**src/rtl/osc_pkg.sv**
```systemverilog
// Shared constants, state encoding and divisor/noise helpers for note_oscillator.
// OSC_NOISE_EN selects the LFSR-driven Q byte; LFSR constants live here either way.
package osc_pkg;

  localparam int DIV_W  = 19;
  localparam int NOTE_W = 4;
  localparam int OCT_W  = 3;

  localparam logic [DIV_W-1:0] DIV_ZERO = 19'd0;
  localparam logic [DIV_W-1:0] DIV_ONE  = 19'd1;
  localparam logic [OCT_W-1:0] OCT_MAX  = 3'd5;

  // Rounded 12e6/f for C2..B2; higher octaves are right shifts of these.
  localparam logic [DIV_W-1:0] NOTE_DIV [12] = '{
    19'd183469, 19'd173170, 19'd163452, 19'd154277, 19'd145619, 19'd137446,
    19'd129731, 19'd122450, 19'd115577, 19'd109091, 19'd102968, 19'd97189
  };

  localparam logic [7:0] LFSR_TAPS = 8'hB8;
  localparam logic [7:0] LFSR_SEED = 8'h7F;
  localparam logic [7:0] Q_MID     = 8'd127;

  typedef enum logic [0:0] {
    SILENT = 1'b0,
    RUN    = 1'b1
  } osc_state_e;

  function automatic logic [DIV_W-1:0] base_div(input logic [NOTE_W-1:0] note);
    logic [DIV_W-1:0] d;
    case (note)
      4'd1:    d = NOTE_DIV[0];
      4'd2:    d = NOTE_DIV[1];
      4'd3:    d = NOTE_DIV[2];
      4'd4:    d = NOTE_DIV[3];
      4'd5:    d = NOTE_DIV[4];
      4'd6:    d = NOTE_DIV[5];
      4'd7:    d = NOTE_DIV[6];
      4'd8:    d = NOTE_DIV[7];
      4'd9:    d = NOTE_DIV[8];
      4'd10:   d = NOTE_DIV[9];
      4'd11:   d = NOTE_DIV[10];
      4'd12:   d = NOTE_DIV[11];
      default: d = DIV_ZERO;
    endcase
    return d;
  endfunction

  // Zero means silence; octave selects above 5 saturate at 5.
  function automatic logic [DIV_W-1:0] target_div(input logic [NOTE_W-1:0] note,
                                                  input logic [OCT_W-1:0]  oct);
    logic [OCT_W-1:0] sh;
    if (oct > OCT_MAX) begin
      sh = OCT_MAX;
    end else begin
      sh = oct;
    end
    return base_div(note) >> sh;
  endfunction

  function automatic logic [7:0] lfsr_next(input logic [7:0] q);
    return {1'b0, q[7:1]} ^ (q[0] ? LFSR_TAPS : 8'h00);
  endfunction

endpackage

```
**src/rtl/note_oscillator_noise_lfsr.sv**
```systemverilog
// Galois right-shift LFSR (taps 8'hB8, seed 8'h7F) stepped once per period wrap.
// Exists only when OSC_NOISE_EN is defined.
`ifdef OSC_NOISE_EN
module noise_lfsr
  import osc_pkg::*;
(
  input  logic       clk,
  input  logic       Rst_i,
  input  logic       step_i,
  output logic [7:0] q_o
);

  logic [7:0] lfsr_r;

  // Shift register advances only on a requested step
  always_ff @(posedge clk or negedge Rst_i) begin
    if (!Rst_i) begin
      lfsr_r <= LFSR_SEED;
    end else if (step_i) begin
      lfsr_r <= lfsr_next(lfsr_r);
    end else begin
      lfsr_r <= lfsr_r;
    end
  end

  assign q_o = lfsr_r;

endmodule
`endif

```
**src/rtl/note_oscillator.sv**
```systemverilog
// Note/octave to period divisor converter with glitch-free free-running period counter.
// Define OSC_NOISE_EN to drive Q from noise_lfsr; otherwise Q is fixed mid-scale.
module note_oscillator
  import osc_pkg::*;
(
  input  logic              clk,
  input  logic              Rst_i,
  input  logic              en_i,
  input  logic [NOTE_W-1:0] note_i,
  input  logic [OCT_W-1:0]  octave_i,
  output logic [DIV_W-1:0]  count,
  output logic [DIV_W-1:0]  divisor,
  output logic [7:0]        Q,
  output logic              wrap_o
);

  osc_state_e       state_r;
  osc_state_e       state_nxt_s;
  logic [DIV_W-1:0] count_r;
  logic [DIV_W-1:0] count_nxt_s;
  logic [DIV_W-1:0] divisor_r;
  logic [DIV_W-1:0] divisor_nxt_s;
  logic [DIV_W-1:0] pending_r;
  logic [DIV_W-1:0] target_s;
  logic             wrap_r;
  logic             wrap_nxt_s;

  assign target_s = target_div(note_i, octave_i);

  // Next-state, period counter and wrap decision
  always_comb begin
    state_nxt_s   = state_r;
    count_nxt_s   = count_r;
    divisor_nxt_s = divisor_r;
    wrap_nxt_s    = 1'b0;
    if (en_i) begin
      case (state_r)
        SILENT: begin
          count_nxt_s = DIV_ZERO;
          if (target_s != DIV_ZERO) begin
            divisor_nxt_s = target_s;
            state_nxt_s   = RUN;
          end else begin
            divisor_nxt_s = DIV_ZERO;
            state_nxt_s   = SILENT;
          end
        end
        RUN: begin
          if (divisor_r == DIV_ZERO) begin
            count_nxt_s   = DIV_ZERO;
            divisor_nxt_s = DIV_ZERO;
            state_nxt_s   = SILENT;
          end else if (count_r >= divisor_r - DIV_ONE) begin
            // New note takes effect only here, so periods are never truncated
            count_nxt_s   = DIV_ZERO;
            wrap_nxt_s    = 1'b1;
            divisor_nxt_s = pending_r;
            if (pending_r == DIV_ZERO) begin
              state_nxt_s = SILENT;
            end else begin
              state_nxt_s = RUN;
            end
          end else begin
            count_nxt_s = count_r + DIV_ONE;
          end
        end
        default: begin
          count_nxt_s   = DIV_ZERO;
          divisor_nxt_s = DIV_ZERO;
          state_nxt_s   = SILENT;
        end
      endcase
    end else begin
      wrap_nxt_s = 1'b0;
    end
  end

  // State, counter, divisor and wrap registers
  always_ff @(posedge clk or negedge Rst_i) begin
    if (!Rst_i) begin
      state_r   <= SILENT;
      count_r   <= DIV_ZERO;
      divisor_r <= DIV_ZERO;
      wrap_r    <= 1'b0;
    end else begin
      state_r   <= state_nxt_s;
      count_r   <= count_nxt_s;
      divisor_r <= divisor_nxt_s;
      wrap_r    <= wrap_nxt_s;
    end
  end

  // Pending divisor tracks the selected note on every enabled clock
  always_ff @(posedge clk or negedge Rst_i) begin
    if (!Rst_i) begin
      pending_r <= DIV_ZERO;
    end else if (en_i) begin
      pending_r <= target_s;
    end else begin
      pending_r <= pending_r;
    end
  end

  assign count   = count_r;
  assign divisor = divisor_r;
  assign wrap_o  = wrap_r;

`ifdef OSC_NOISE_EN
  noise_lfsr u_noise_lfsr (
    .clk    (clk),
    .Rst_i  (Rst_i),
    .step_i (wrap_nxt_s),
    .q_o    (Q)
  );
`else
  assign Q = Q_MID;
`endif

endmodule

```
**config.mk**
```make
export PLATFORM = sky130hd
export DESIGN_NAME = note_oscillator
export DESIGN_NICKNAME = d
export VERILOG_FILES = /design/src/rtl/osc_pkg.sv /design/src/rtl/note_oscillator_noise_lfsr.sv /design/src/rtl/note_oscillator.sv
export SDC_FILE = /design/constraint.sdc
export NUM_CORES = 1
export LEC_CHECK = 0
export BUFFER_PORTS_ARGS = -buffer_cell sky130_fd_sc_hd__clkbuf_2
export CORE_MARGIN = 10
export CORE_UTILIZATION = 64
export DETAILED_ROUTE_END_ITERATION = 6
export PLACE_DENSITY = 0.92
export SLEW_MARGIN = 20
export SYNTH_ARGS = -nofsm -noshare
export SYNTH_HDL_FRONTEND = slang
export SYNTH_HIERARCHICAL = 1
export SYNTH_SLANG_ARGS = --single-unit
```
**constraint.sdc**
```tcl
create_clock -name clk -period 13.1 [get_ports clk]
set_clock_uncertainty 0.2 [all_clocks]
set_input_delay 3.275 -clock clk [delete_from_list [all_inputs] [get_ports clk]]
set_output_delay 3.275 -clock clk [all_outputs]
set_load 0.03 [all_outputs]
```
Word level (Yosys, flattened, before mapping):

Memories as Yosys holds them, arrays and structs flattened.
Index checks and enable logic that the tools add are counted.

* flip-flop bits (word level): 59
* memory bits (read-only): 288
* logic and storage cells: 34
* memories kept: 1

* eq/ne operators: 1
* shift-type cells: 1
* $add $sub $neg: 2
* $lt $le $gt $ge: 2
* bitwise logic cells: 1
* muxes and demuxes: 17
* reduce and logical (&&, ||, !) cells: 4

Memories
* (name not given): words 16, width 18, read ports 1, clocked after memory_dff 0, write ports 0, RTL line osc_pkg.sv:30 `case (note)`

Operators by type and width (count)
* $mux W19: 5
* $pmux W19 S2: 2
* $logic_not A19 Y1: 2
* $add A19 B1 Y19 const B: 1
* $ge A19 B19 Y1: 1
* $reduce_bool A19 Y1: 1
* $shr A19 B3 Y19: 1
* $sub A19 B1 Y19 const B: 1
* $mux W1: 8
* $gt A3 B3 Y1 const B: 1
* $mux W3: 1
* $ne A3 B1 Y1 const B: 1
* $pmux W1 S2: 1
* $reduce_and A2 Y1: 1
* $not A1 Y1: 1

Depth between registers and ports, before layout:

Gate-level depths: netlist (run 1).

* depth in word-level cells: 6
* mapped depth: 17

Worst setup path after synthesis (run 1):

OpenSTA, ideal clock, no wires.

* path type: input-to-reg
* from: input note_i[2]
* to: register state_r
* required time: 12780 ps
* stages on the path: 13
* data arrival time: 5482 ps
* path slack: 7298 ps
* buffers on the path: 3
* path through: buf_2 buf_6 buf_4 inv_1 ha_1 mux2_2 mux2i_1 o21ai_0 o22a_1 or2_0 nor4_1 a31oi_1 a31o_1

* longest elaborated chain between the ends: 5

RTL lines
* start: declaration: RTL line note_oscillator.sv:9 `input logic [NOTE_W-1:0] note_i,`
* $mem_v2 Z16 W18
* $shr A19 B3 Y19: RTL line osc_pkg.sv:57 `return base_div(note) >> sh;`
* $reduce_bool A19 Y1: RTL line note_oscillator.sv:40 `if (target_s != DIV_ZERO) begin`
* $mux W1: RTL line note_oscillator.sv:40
* $pmux W1 S2: RTL line note_oscillator.sv:37 `case (state_r)`
* end signal: assignment: RTL line note_oscillator.sv:86 `state_r <= state_nxt_s;`
* end: declaration: RTL line note_oscillator.sv:17 `osc_state_e state_r;`

No other way between the ends.
A chain may end at the register's enable or synchronous reset.

Worst setup path in the final report (run 1):

* from: input note_i[0]
* to: register state_r

The elaborated chain is that of the path after synthesis.

==> summary.md, run 1 <==
| Metric | Value |
|---|---|
| Final period demand of the worst path | 5.941 ns |
| Synth Area per Inst | 8.607 um^2 |
| Warning count from the yosys run | 6 |
| CP Max Fanout | 10 |
| Hold Buf Count CTS | 0 |
| Worst hold start | pending_r[13] |
| Vertical die dimension | 104.4 um |
| Root buffer selected by CTS | sky130_fd_sc_hd__clkbuf_8 |
| Sink Count | 57 |
| Most used DFF post-synth | sky130_fd_sc_hd__dfrtp_1 |
| Final design instance area without fill | 0.004975 mm^2 |
| Max Transition Viols Final | 0 |
| Post-DP HPWL | 9.167 mm |
| Post-route fraction of the period consumed by the critical path | 45.35% |
| Die ar. | 0.01090 mm^2 |
| Via count of the first global-routing pass | 4322 |
| Power Total | 0.9085 mW |
| Global router's overall resource usage | 22.72% |
| Largest net degree at the start of global routing | 58 |
| Total number of vias | 4386 |
| Most frequently used cell type in the post-synthesis netlist | sky130_fd_sc_hd__dfrtp_1 |
| Count of flip-flops with a built-in enable after synthesis | 0 |
| Max-cap violations | 0 |
| Number of filler cells placed in the layout | 520 |
| Status | finished with violations |
| Synth Register Bits | 57 |
| Classification of the worst-slack hold path | register to register |
| Crit path launch type | input port |
| Finished Core Util | 72.42% |
| Biggest area contributors in the synthesized netlist | sky130_fd_sc_hd__dfrtp_1 31%, sky130_fd_sc_hd__ha_1 8.8%, sky130_fd_sc_hd__nor2_1 4.4%, sky130_fd_sc_hd__nand2_1 3.7%, sky130_fd_sc_hd__a21oi_1 3.4% |
| Antenna violations before repair | 0 |
| Top cell type by total area after synthesis | sky130_fd_sc_hd__dfrtp_1 |
| Critical path, cell by cell | clkbuf_2 -> inv_1 -> ha_1 -> inv_1 -> ha_1 -> a211o_1 -> o211ai_1 -> o21ai_0 -> o221ai_1 -> nand3_1 -> nor4_1 -> a31oi_1 -> a31o_1 |
| R2R Path Start | divisor[2] |
| Max H-tree Level | 3 |
| Vias/cell | 6.625 |
| Startpoint-to-endpoint class of the critical path | input port to register |
| Post-cts gate resize count | 0 |
| Violations in the final reports | DRC |
| RSZ-0062 raised after global routing | false |
| Total detailed-routing wirelength | 12.81 mm |
| Count of mapped cells out of synthesis | 530 |
| GPL Wtd Cong | 0.8862 |
| Required time of the critical path | 13.14 ns |
| Area overhead of the layout relative to synthesis | 9.051% |
| Met1 usage | 26.15% |
| Slowest CP cell | sky130_fd_sc_hd__ha_1 |
| Post-synthesis instance area | 0.004562 mm^2 |
| Count of inserted antenna diode cells | 0 |
| Top-Level Pins | 57 |
| Placed Instance Area | 0.004748 mm^2 |
| Number of distinct standard cells referenced by the synthesized netlist | 70 |
| Total CTS buffers | 9 |
| Beginning of the critical path | note_i[0] |
| Maximum clock rate | 168.3 MHz |
| M2 GR Usage | 38.72% |
| Wire length of the first global-routing pass | 20.93 mm |
| Starting density of the core | 66.41% |
| Count of routing violations after the opening detailed-route iteration | 380 |
| Post-Route Setup TNS | 0 ns |
| Floorplan Core Area | 0.006869 mm^2 |
| Slew of the pin with the lowest slew margin | 0.9848 ns |
| GR Overflow Total | 0 |
| TritonCTS clock tree | done |
| Layout cells sized above 1 | 15.90% |
| # rows | 30 |
| Final setup vio count | 0 |
| Kind of end point of the critical path | register |
| Buffers inserted by post-CTS timing repair | 0 |
| Post-Route Hold Slack | 0.3466 ns |
| Clk_lat worst skew | 0.35 ns |
| Die span in x | 104.4 um |
| Top cells by instance count after synthesis | 57 x sky130_fd_sc_hd__dfrtp_1, 53 x sky130_fd_sc_hd__nor2_1, 45 x sky130_fd_sc_hd__nand2_1 |
| Peak supply drop | 0.1369 mV |
| Final hold violation count | 0 |
| Port buffer count | 47 |
| Share of flip-flops with an asynchronous set or reset | 100.0% |
| Global-route met3 utilization | 4.647% |
| Leakage | 2.305 nW |
| Stage delay of the slowest cell on the critical path | 0.38 ns |
| Arrival time of data at the critical path endpoint | 5.98 ns |
| Reg clk slew, reported paths | 0.07 ns |
| Most utilized layer in the global route result | met2 |
| First-pass DRT Iterations | 7 |
| Count of antenna-violating nets left after detailed routing | 0 |
| Drt drc | 2 |
| Sequential area share after synthesis | 31.27% |
| Power density cells | 182.6 mW/mm^2 |
| Average wire per cell in the routed design | 19.35 um |
| Net total in the final layout | 603 |
| Synth top area share | 31.27% |
| Worst max-slew margin expressed relative to the limit | 34.34% |
| Clock buffer depth | 2 |
==> worst max-delay path, delay by kind of cell <==
kind / cells / cell delay, ns
AOI/OAI and AO/OA: 6 / 1.22
adders and majority gates: 2 / 0.61
buffers and inverters: 3 / 0.46
and+or+nand+nor: 2 / 0.41
==> metrics by stage <==
step	worst slack, ns	instances
after global routing	7.029	662
after detailed placement	6.861	646
after CTS	7.220	662
after floorplan	7.298	537
final	7.159	662
after global placement	7.017	646
==> final timing paths <==
kind	to	slack, ns	cells past startpoint
setup / recovery	state_r	7.16	13
hold / removal	pending_r[13]	0.35	2
setup reg to reg	count[18]	8.07	16
hold reg to reg	pending_r[13]	0.35	2
max in group asynchronous	pending_r[14]	9.39	2
min in group asynchronous	count[5]	2.86	2
==> cell usage in the layout, fill, tap and decap left out, types with 11 or more instances in the layout <==
cell type / count
sky130_fd_sc_hd__dfrtp_1: 57
sky130_fd_sc_hd__inv_1: 26
sky130_fd_sc_hd__nand2b_1: 11
sky130_fd_sc_hd__ha_1: 32
sky130_fd_sc_hd__nand3_1: 16
sky130_fd_sc_hd__xnor2_1: 17
sky130_fd_sc_hd__o21ai_0: 30
sky130_fd_sc_hd__nand2_1: 45
sky130_fd_sc_hd__mux2_2: 12
sky130_fd_sc_hd__nor2_1: 53
sky130_fd_sc_hd__xor2_1: 14
sky130_fd_sc_hd__a21oi_1: 31
sky130_fd_sc_hd__clkbuf_2: 47
==> cell families after synthesis <==
| group | share of synthesized area (%) |
|---|---|
| simple gates | 19.03 |
| compound gates | 21.89 |
| buf+inv | 6.665 |
| flops | 31.27 |
| fa+ha+maj | 8.777 |
| xor+xnor | 5.952 |
| mux | 6.253 |
| other cells | 0.1646 |
==> where the power goes <==
part	leakage, nW	internal [mW]	switching (mW)	total [mW]
logic	1.47	0.153	0.275	0.428
clock network	0.110	0.109	0.0818	0.191
registers	0.725	0.217	0.0729	0.290
total	2.30	0.479	0.429	0.908
==> per-layer routing <==
layer	part of all wire [%]	vias to the layer above
met1	38	2100
li1	-	1966
met4	3.5	0
met5	0	-
met2	50	270
met3	7.8	50
==> area by class of cell <==
cell class / instances / area (um^2) / area share, %
clock buffers: 9 / 123.9 / 2.490
clock inverters: 7 / 102.6 / 2.062
inverters: 27 / 101.3 / 2.037
multi-input cells: 418 / 2858 / 57.44
flip-flops and latches: 57 / 1426 / 28.67
well taps: 96 / 120.1 / 2.414
repair buffers: 48 / 242.7 / 4.879
==> flip-flops by register name (all words and copies together), names as in the netlist <==
name       count
count         19
divisor       18
pending_r     18
state_r        1
wrap_o         1
Power figures use the tool's default switching activity.
==> inputs of run 2 (changes only) <==
--- a/config.mk
+++ b/config.mk
@@ -7,9 +7,9 @@
 export LEC_CHECK = 0
 export BUFFER_PORTS_ARGS = -buffer_cell sky130_fd_sc_hd__clkbuf_2
 export CORE_MARGIN = 10
-export CORE_UTILIZATION = 64
+export CORE_UTILIZATION = 54
 export DETAILED_ROUTE_END_ITERATION = 6
-export PLACE_DENSITY = 0.92
+export PLACE_DENSITY = 0.83
 export SLEW_MARGIN = 20
 export SYNTH_ARGS = -nofsm -noshare
 export SYNTH_HDL_FRONTEND = slang
==> constraint.sdc (replaced) <==
create_clock -name clk -period 5.4 [get_ports clk]
set_clock_uncertainty 0.2 [all_clocks]
set_input_delay 1.35 -clock clk [delete_from_list [all_inputs] [get_ports clk]]
set_output_delay 1.35 -clock clk [all_outputs]
set_load 0.03 [all_outputs]
==> run 2 against run 1 <==
Against the previous run:
- the run now ends clean
- combinational power grew 130%
- non-clock buffer count grew 1
- flip-flop and latch count is the same
- total power grew 130%
- critical endpoint is now divisor[6]
- highest routed layer unchanged
==> summary.md, run 2 (synthesis gave the netlist of run 1 again) <==
| Metric | Value |
|---|---|
| Vias/cell | 6.174 |
| Drt drc | 0 |
| Starting density of the core | 55.52% |
| Number of standard cells in the final layout excluding fillers | 672 |
| Worst reg2reg path endpoint | divisor[6] |
| Average wire per cell in the routed design | 17.38 um |
| Port buffer count | 47 |
| Startpoint-to-endpoint class of the critical path | register to register |
| Peak supply drop | 0.1993 mV |
| Hold Buf Count CTS | 0 |
| TritonCTS clock tree | done |
| Required time of the critical path | 5.42 ns |
| Net total in the final layout | 604 |
| First-pass DRT Iterations | 6 |
| Root buffer selected by CTS | sky130_fd_sc_hd__clkbuf_8 |
| Post-Route Setup TNS | 0 ns |
| Maximum clock rate | 211.8 MHz |
| Post-route fraction of the period consumed by the critical path | 87.45% |
| M2 GR Usage | 29.45% |
| Total CTS buffers | 9 |
| Worst max-slew margin expressed relative to the limit | 39.07% |
| Slew of the pin with the lowest slew margin | 0.9140 ns |
| Global router's overall resource usage | 18.24% |
| Max H-tree Level | 3 |
| Buffers inserted by post-CTS timing repair | 0 |
| Worst-case reg-to-reg path depth | 16 |
| Number of stages on the worst hold path | 1 |
| Die span in x | 111.9 um |
| Count of antenna-violating nets left after detailed routing | 0 |
| Worst hold endpoint | divisor[13] |
| Sink Count | 57 |
| Clk_lat worst skew | 0.35 ns |
| Final hold violation count | 0 |
| RSZ-0062 raised after global routing | false |
| Die ar. | 0.01252 mm^2 |
| Final setup vio count | 0 |
| Placed cell count | 656 |
| Classification of the worst-slack hold path | register to register |
| Clock buffer depth | 2 |
| Stage delay of the slowest cell on the critical path | 0.53 ns |
| Wire length of the first global-routing pass | 19.51 mm |
| Count of routing violations after the opening detailed-route iteration | 391 |
| Leakage | 2.289 nW |
| Total number of vias | 4149 |
| Highest-count cells in the layout ignoring fill and taps | 57 x sky130_fd_sc_hd__dfrtp_1, 53 x sky130_fd_sc_hd__nor2_1, 47 x sky130_fd_sc_hd__clkbuf_2 |
| Post-DP HPWL | 8.861 mm |
| # rows | 33 |
| Arrival time of data at the critical path endpoint | 4.74 ns |
| Power density cells | 419.9 mW/mm^2 |
| Vertical die dimension | 111.9 um |
| Status | finished, final reports clean |
| Kind of end point of the critical path | register |
| Area overhead of the layout relative to synthesis | 8.832% |
| Critical path, cell by cell | or3_1 -> nor3_1 -> nand2b_1 -> or3_1 -> nor2_1 -> nand2_1 -> xor2_1 -> ha_1 -> and3_1 -> nand3_1 -> or4_1 -> o211a_2 -> a31oi_4 -> o21ai_2 -> a222oi_1 -> inv_1 |
| Slowest CP cell | sky130_fd_sc_hd__or4_1 |
| Number of flip-flops under the largest register name | 19 |
| Post-cts gate resize count | 0 |
| Worst hold start | pending_r[13] |
| R2R setup slack | 0.68 ns |
| Most utilized layer in the global route result | met2 |
| Floorplan Core Area | 0.008217 mm^2 |
| Largest net degree at the start of global routing | 58 |
| GR Overflow Total | 0 |
| Reg clk slew, reported paths | 0.07 ns |
| Via count of the first global-routing pass | 3952 |
| Most common cell after layout, fill and taps aside | sky130_fd_sc_hd__dfrtp_1 |
| Max-cap violations | 0 |
| Total detailed-routing wirelength | 11.68 mm |
| Count of inserted antenna diode cells | 0 |
| CP Max Fanout | 26 |
| Number of filler cells placed in the layout | 704 |
| Antenna violations before repair | 0 |
| Max Transition Viols Final | 0 |
| Met1 usage | 23.37% |
| R2R Path Start | divisor[2] |
| Final period demand of the worst path | 4.722 ns |
| Global-route met3 utilization | 3.757% |
| CP dominant cell by count | sky130_fd_sc_hd__or3_1 |
| Layout cells sized above 1 | 15.70% |
| Crit path launch type | register |
| Top-Level Pins | 57 |
| GPL Wtd Cong | 0.8872 |
run 2: where the power goes:
group / switching, mW / total (mW) / internal [mW]
clock network: 0.181 / 0.407 / 0.226
logic: 0.614 / 0.981 / 0.367
registers: 0.170 / 0.697 / 0.527
run 2: area by class of cell:
cell class	instances	area (um^2)	area share, %
Multi-Input combinational cell	418	2858	57.56
Tap cell	105	131.4	2.646
Sequential cell	57	1426	28.73
Timing Repair Buffer	49	250.2	5.040
Inverter	27	101.3	2.041
Clock inverter	4	52.55	1.058
Clock buffer	12	145.1	2.923
run 2: worst max-delay path by stage:
| stage | from | to | slack, ns |
|---|---|---|---|
| after floorplan | divisor[2] | divisor[1] | 1.12 |
| final | divisor[2] | divisor[6] | 0.68 |
| after global routing | divisor[2] | count[17] | 0.27 |
| after CTS | divisor[2] | count[17] | 0.67 |
| after global placement | divisor[2] | count[13] | 0.89 |
| after detailed placement | divisor[2] | count[17] | 0.72 |
run 2: through the flow:
step / hold slack, ns / power [mW] / setup slack [ns] / util [%] / area (um^2)
2_1_floorplan: 0.2947 / 1.402 / 1.118 / - / 4588
3_3_place_gp: 0.3174 / 1.638 / 0.8938 / 58.02 / 4767
3_5_place_dp: 0.3299 / 1.679 / 0.7201 / 58.02 / 4767
4_1_cts: 0.3413 / 2.090 / 0.6747 / 60.42 / 4965
5_1_grt: 0.3617 / 2.233 / 0.2747 / 60.42 / 4965
6_report: 0.3409 / 2.085 / 0.6779 / 60.42 / 4965
run 2: critical path, delay by kind of cell (launching register included):
| family | cells | cell delay [ns] |
|---|---|---|
| compound gates | 4 | 1.14 |
| xor+xnor | 1 | 0.16 |
| flops | 1 | 0.43 |
| fa+ha+maj | 1 | 0.30 |
| buf+inv | 1 | 0.08 |
| simple gates | 9 | 2.28 |
run 2: metal layers:
metal | routed length [um] | vias up | share of wire [%]
met3 | 780 | 24 | 6.7
met5 | 0 | - | 0
li1 | - | 1966 | -
met2 | 5654 | 155 | 48
met4 | 234 | 0 | 2.0
met1 | 5007 | 2004 | 43
==> inputs of run 3 (changes only) <==
--- a/config.mk
+++ b/config.mk
@@ -6,7 +6,7 @@
 export NUM_CORES = 1
 export LEC_CHECK = 0
 export BUFFER_PORTS_ARGS = -buffer_cell sky130_fd_sc_hd__clkbuf_2
-export CORE_MARGIN = 10
+export CORE_MARGIN = 2
 export CORE_UTILIZATION = 54
 export DETAILED_ROUTE_END_ITERATION = 6
 export PLACE_DENSITY = 0.83
==> run 3 against run 2 <==
Against the previous run:
- first-iteration DRC count decreased by 40%
- largest cell class unchanged
- largest power group unchanged
- non-clock buffer count increased by 1
- clock power increased by 22%
- critical endpoint is now divisor[1]
- maximum frequency decreased by 0.46%
- clock-buffer cell count decreased by 2
==> summary.md, run 3 (synthesis gave the netlist of run 1 again) <==
| Metric | Value |
|---|---|
| Number of flip-flops under the largest register name | 19 |
| Most common cell after layout, fill and taps aside | sky130_fd_sc_hd__dfrtp_1 |
| GPL Wtd Cong | 0.9363 |
| CP Max Fanout | 15 |
| Internal power | 1.215 mW |
| Count of routing violations after the opening detailed-route iteration | 234 |
| Crit path launch type | register |
| Average wire per cell in the routed design | 17.01 um |
| Post-Route Setup TNS | 0 ns |
| Kind of end point of the critical path | register |
| Final period demand of the worst path | 4.744 ns |
| Number of standard cells in the final layout excluding fillers | 673 |
| Port buffer count | 47 |
| Switching Power | 0.9608 mW |
| Max Transition Viols Final | 0 |
| R2R Path Start | divisor[2] |
| Hold Buf Count CTS | 0 |
| Power density cells | 433.7 mW/mm^2 |
| Startpoint-to-endpoint class of the critical path | register to register |
| Clock buffer depth | 2 |
| RSZ-0062 raised after global routing | false |
| Beginning of the critical path | divisor[2] |
| Wire length of the first global-routing pass | 18.53 mm |
| Vias/cell | 6.098 |
| Max H-tree Level | 3 |
| Reg clk slew, reported paths | 0.07 ns |
| Share of power burned in the clock network | 22.8% |
| Count of inserted antenna diode cells | 0 |
| Comb power frac | 45.2% |
| Global router's overall resource usage | 25.83% |
| GR Overflow Total | 0 |
| Starting density of the core | 55.52% |
| Routed length on met3 | 665 um |
| Total number of vias | 4104 |
| Placed cell count | 657 |
| Count of antenna-violating nets left after detailed routing | 0 |
| Maximum clock rate | 210.8 MHz |
| Net total in the final layout | 605 |
| Classification of the worst-slack hold path | register to register |
| Total CTS buffers | 9 |
| Post-cts gate resize count | 0 |
| Placed Instance Area | 0.004775 mm^2 |
| Peak supply drop | 0.2820 mV |
| Arrival time of data at the critical path endpoint | 4.76 ns |
| Via count of the first global-routing pass | 3683 |
| Root buffer selected by CTS | sky130_fd_sc_hd__clkbuf_8 |
| Slew of the pin with the lowest slew margin | 0.9291 ns |
| Max-cap violations | 0 |
| Clk_lat worst skew | 0.34 ns |
| # rows | 33 |
| Fraction of power spent switching nets | 44.16% |
| Met2 routed wirelength | 5.466 mm |
| Largest net degree at the start of global routing | 58 |
| Post-Route Hold Slack | 0.3445 ns |
| Post-route fraction of the period consumed by the critical path | 87.85% |
| Max layer used | met4 |
| Die ar. | 0.009199 mm^2 |
| Met1 routed wirelength after detailed routing | 5.157 mm |
| Final design instance area without fill | 0.005017 mm^2 |
| TritonCTS clock tree | done |
| Floorplan Core Area | 0.008217 mm^2 |
| Die span in x | 95.91 um |
| Layout cells sized above 1 | 16.20% |
| First-pass DRT Iterations | 5 |
| Power share of the sequential group | 31.9% |
| Required time of the critical path | 5.42 ns |
| Status | finished, final reports clean |
| Buffers inserted by post-CTS timing repair | 0 |
| Post-DP HPWL | 8.435 mm |
| Vertical die dimension | 95.91 um |
| Leakage | 2.330 nW |
| Highest-count cells in the layout ignoring fill and taps | 57 x sky130_fd_sc_hd__dfrtp_1, 53 x sky130_fd_sc_hd__nor2_1, 47 x sky130_fd_sc_hd__clkbuf_2 |
| Sink Count | 57 |
| Antenna violations before repair | 0 |
| Final hold violation count | 0 |
| Final setup vio count | 0 |
| Drt drc | 0 |
| Top-Level Pins | 57 |
| Total detailed-routing wirelength | 11.45 mm |
| Worst max-slew margin expressed relative to the limit | 38.06% |
| Area overhead of the layout relative to synthesis | 9.984% |
| Worst hold start | pending_r[3] |
==> run 3: worst paths after layout <==
path,end,slack (ns),cells past startpoint
setup / recovery,divisor[1],0.66,17
hold / removal,divisor[3],0.34,1
setup reg to reg,divisor[1],0.66,17
hold reg to reg,divisor[3],0.34,1
max in group asynchronous,pending_r[0],3.58,2
min in group asynchronous,count[10],0.93,2
==> run 3: metrics by stage <==
stage	util [%]	total power, mW	setup WS [ns]
global placement	58.11	1.637	0.9265
detailed placement	58.11	1.671	0.7162
finish	61.06	2.176	0.6563
global route	61.06	2.315	0.3282
floorplan	-	1.402	1.118
CTS	61.06	2.171	0.7066
==> run 3: power groups by stage <==
stage / Combinational (mW) / Clock (mW) / Sequential (mW)
after floorplan: 0.608 / 0 / 0.794
after global placement: 0.942 / 0 / 0.695
after detailed placement: 0.973 / 0 / 0.697
after CTS: 0.981 / 0.500 / 0.691
after global routing: 1.09 / 0.518 / 0.708
final: 0.984 / 0.497 / 0.694
==> run 3: layout make-up <==
type,instances,area [um^2]
timing repair buffer,50,257.7
tap,105,131.4
sequential,57,1426
inverter,27,101.3
clock inverter,6,105.1
clock buffer,10,137.6
multi-input combinational,418,2858
fill,702,3199
==> run 3: worst max-delay path: stages, from the launching register on <==
cell and delay (ns):
sky130_fd_sc_hd__dfrtp_1 0.42, sky130_fd_sc_hd__or3_1 0.41, sky130_fd_sc_hd__nor3_1 0.25, sky130_fd_sc_hd__nand2b_1 0.14, sky130_fd_sc_hd__or3_1 0.44, sky130_fd_sc_hd__nor2_1 0.12, sky130_fd_sc_hd__nand2_1 0.08, sky130_fd_sc_hd__xor2_1 0.16
sky130_fd_sc_hd__ha_1 0.30, sky130_fd_sc_hd__and3_1 0.17, sky130_fd_sc_hd__nand3_1 0.12, sky130_fd_sc_hd__or4_1 0.54, sky130_fd_sc_hd__o211a_2 0.16, sky130_fd_sc_hd__a31oi_4 0.27, sky130_fd_sc_hd__o21ai_2 0.23, sky130_fd_sc_hd__buf_4 0.29
sky130_fd_sc_hd__a222oi_1 0.27, sky130_fd_sc_hd__inv_1 0.08
==> run 3: per-layer routing <==
metal / vias to the layer above / track usage [%]
met1: 1973 / 35.97
met5: - / 0
met3: 19 / 4.072
met2: 142 / 41.55
li1: 1970 / -
met4: 0 / 7.500
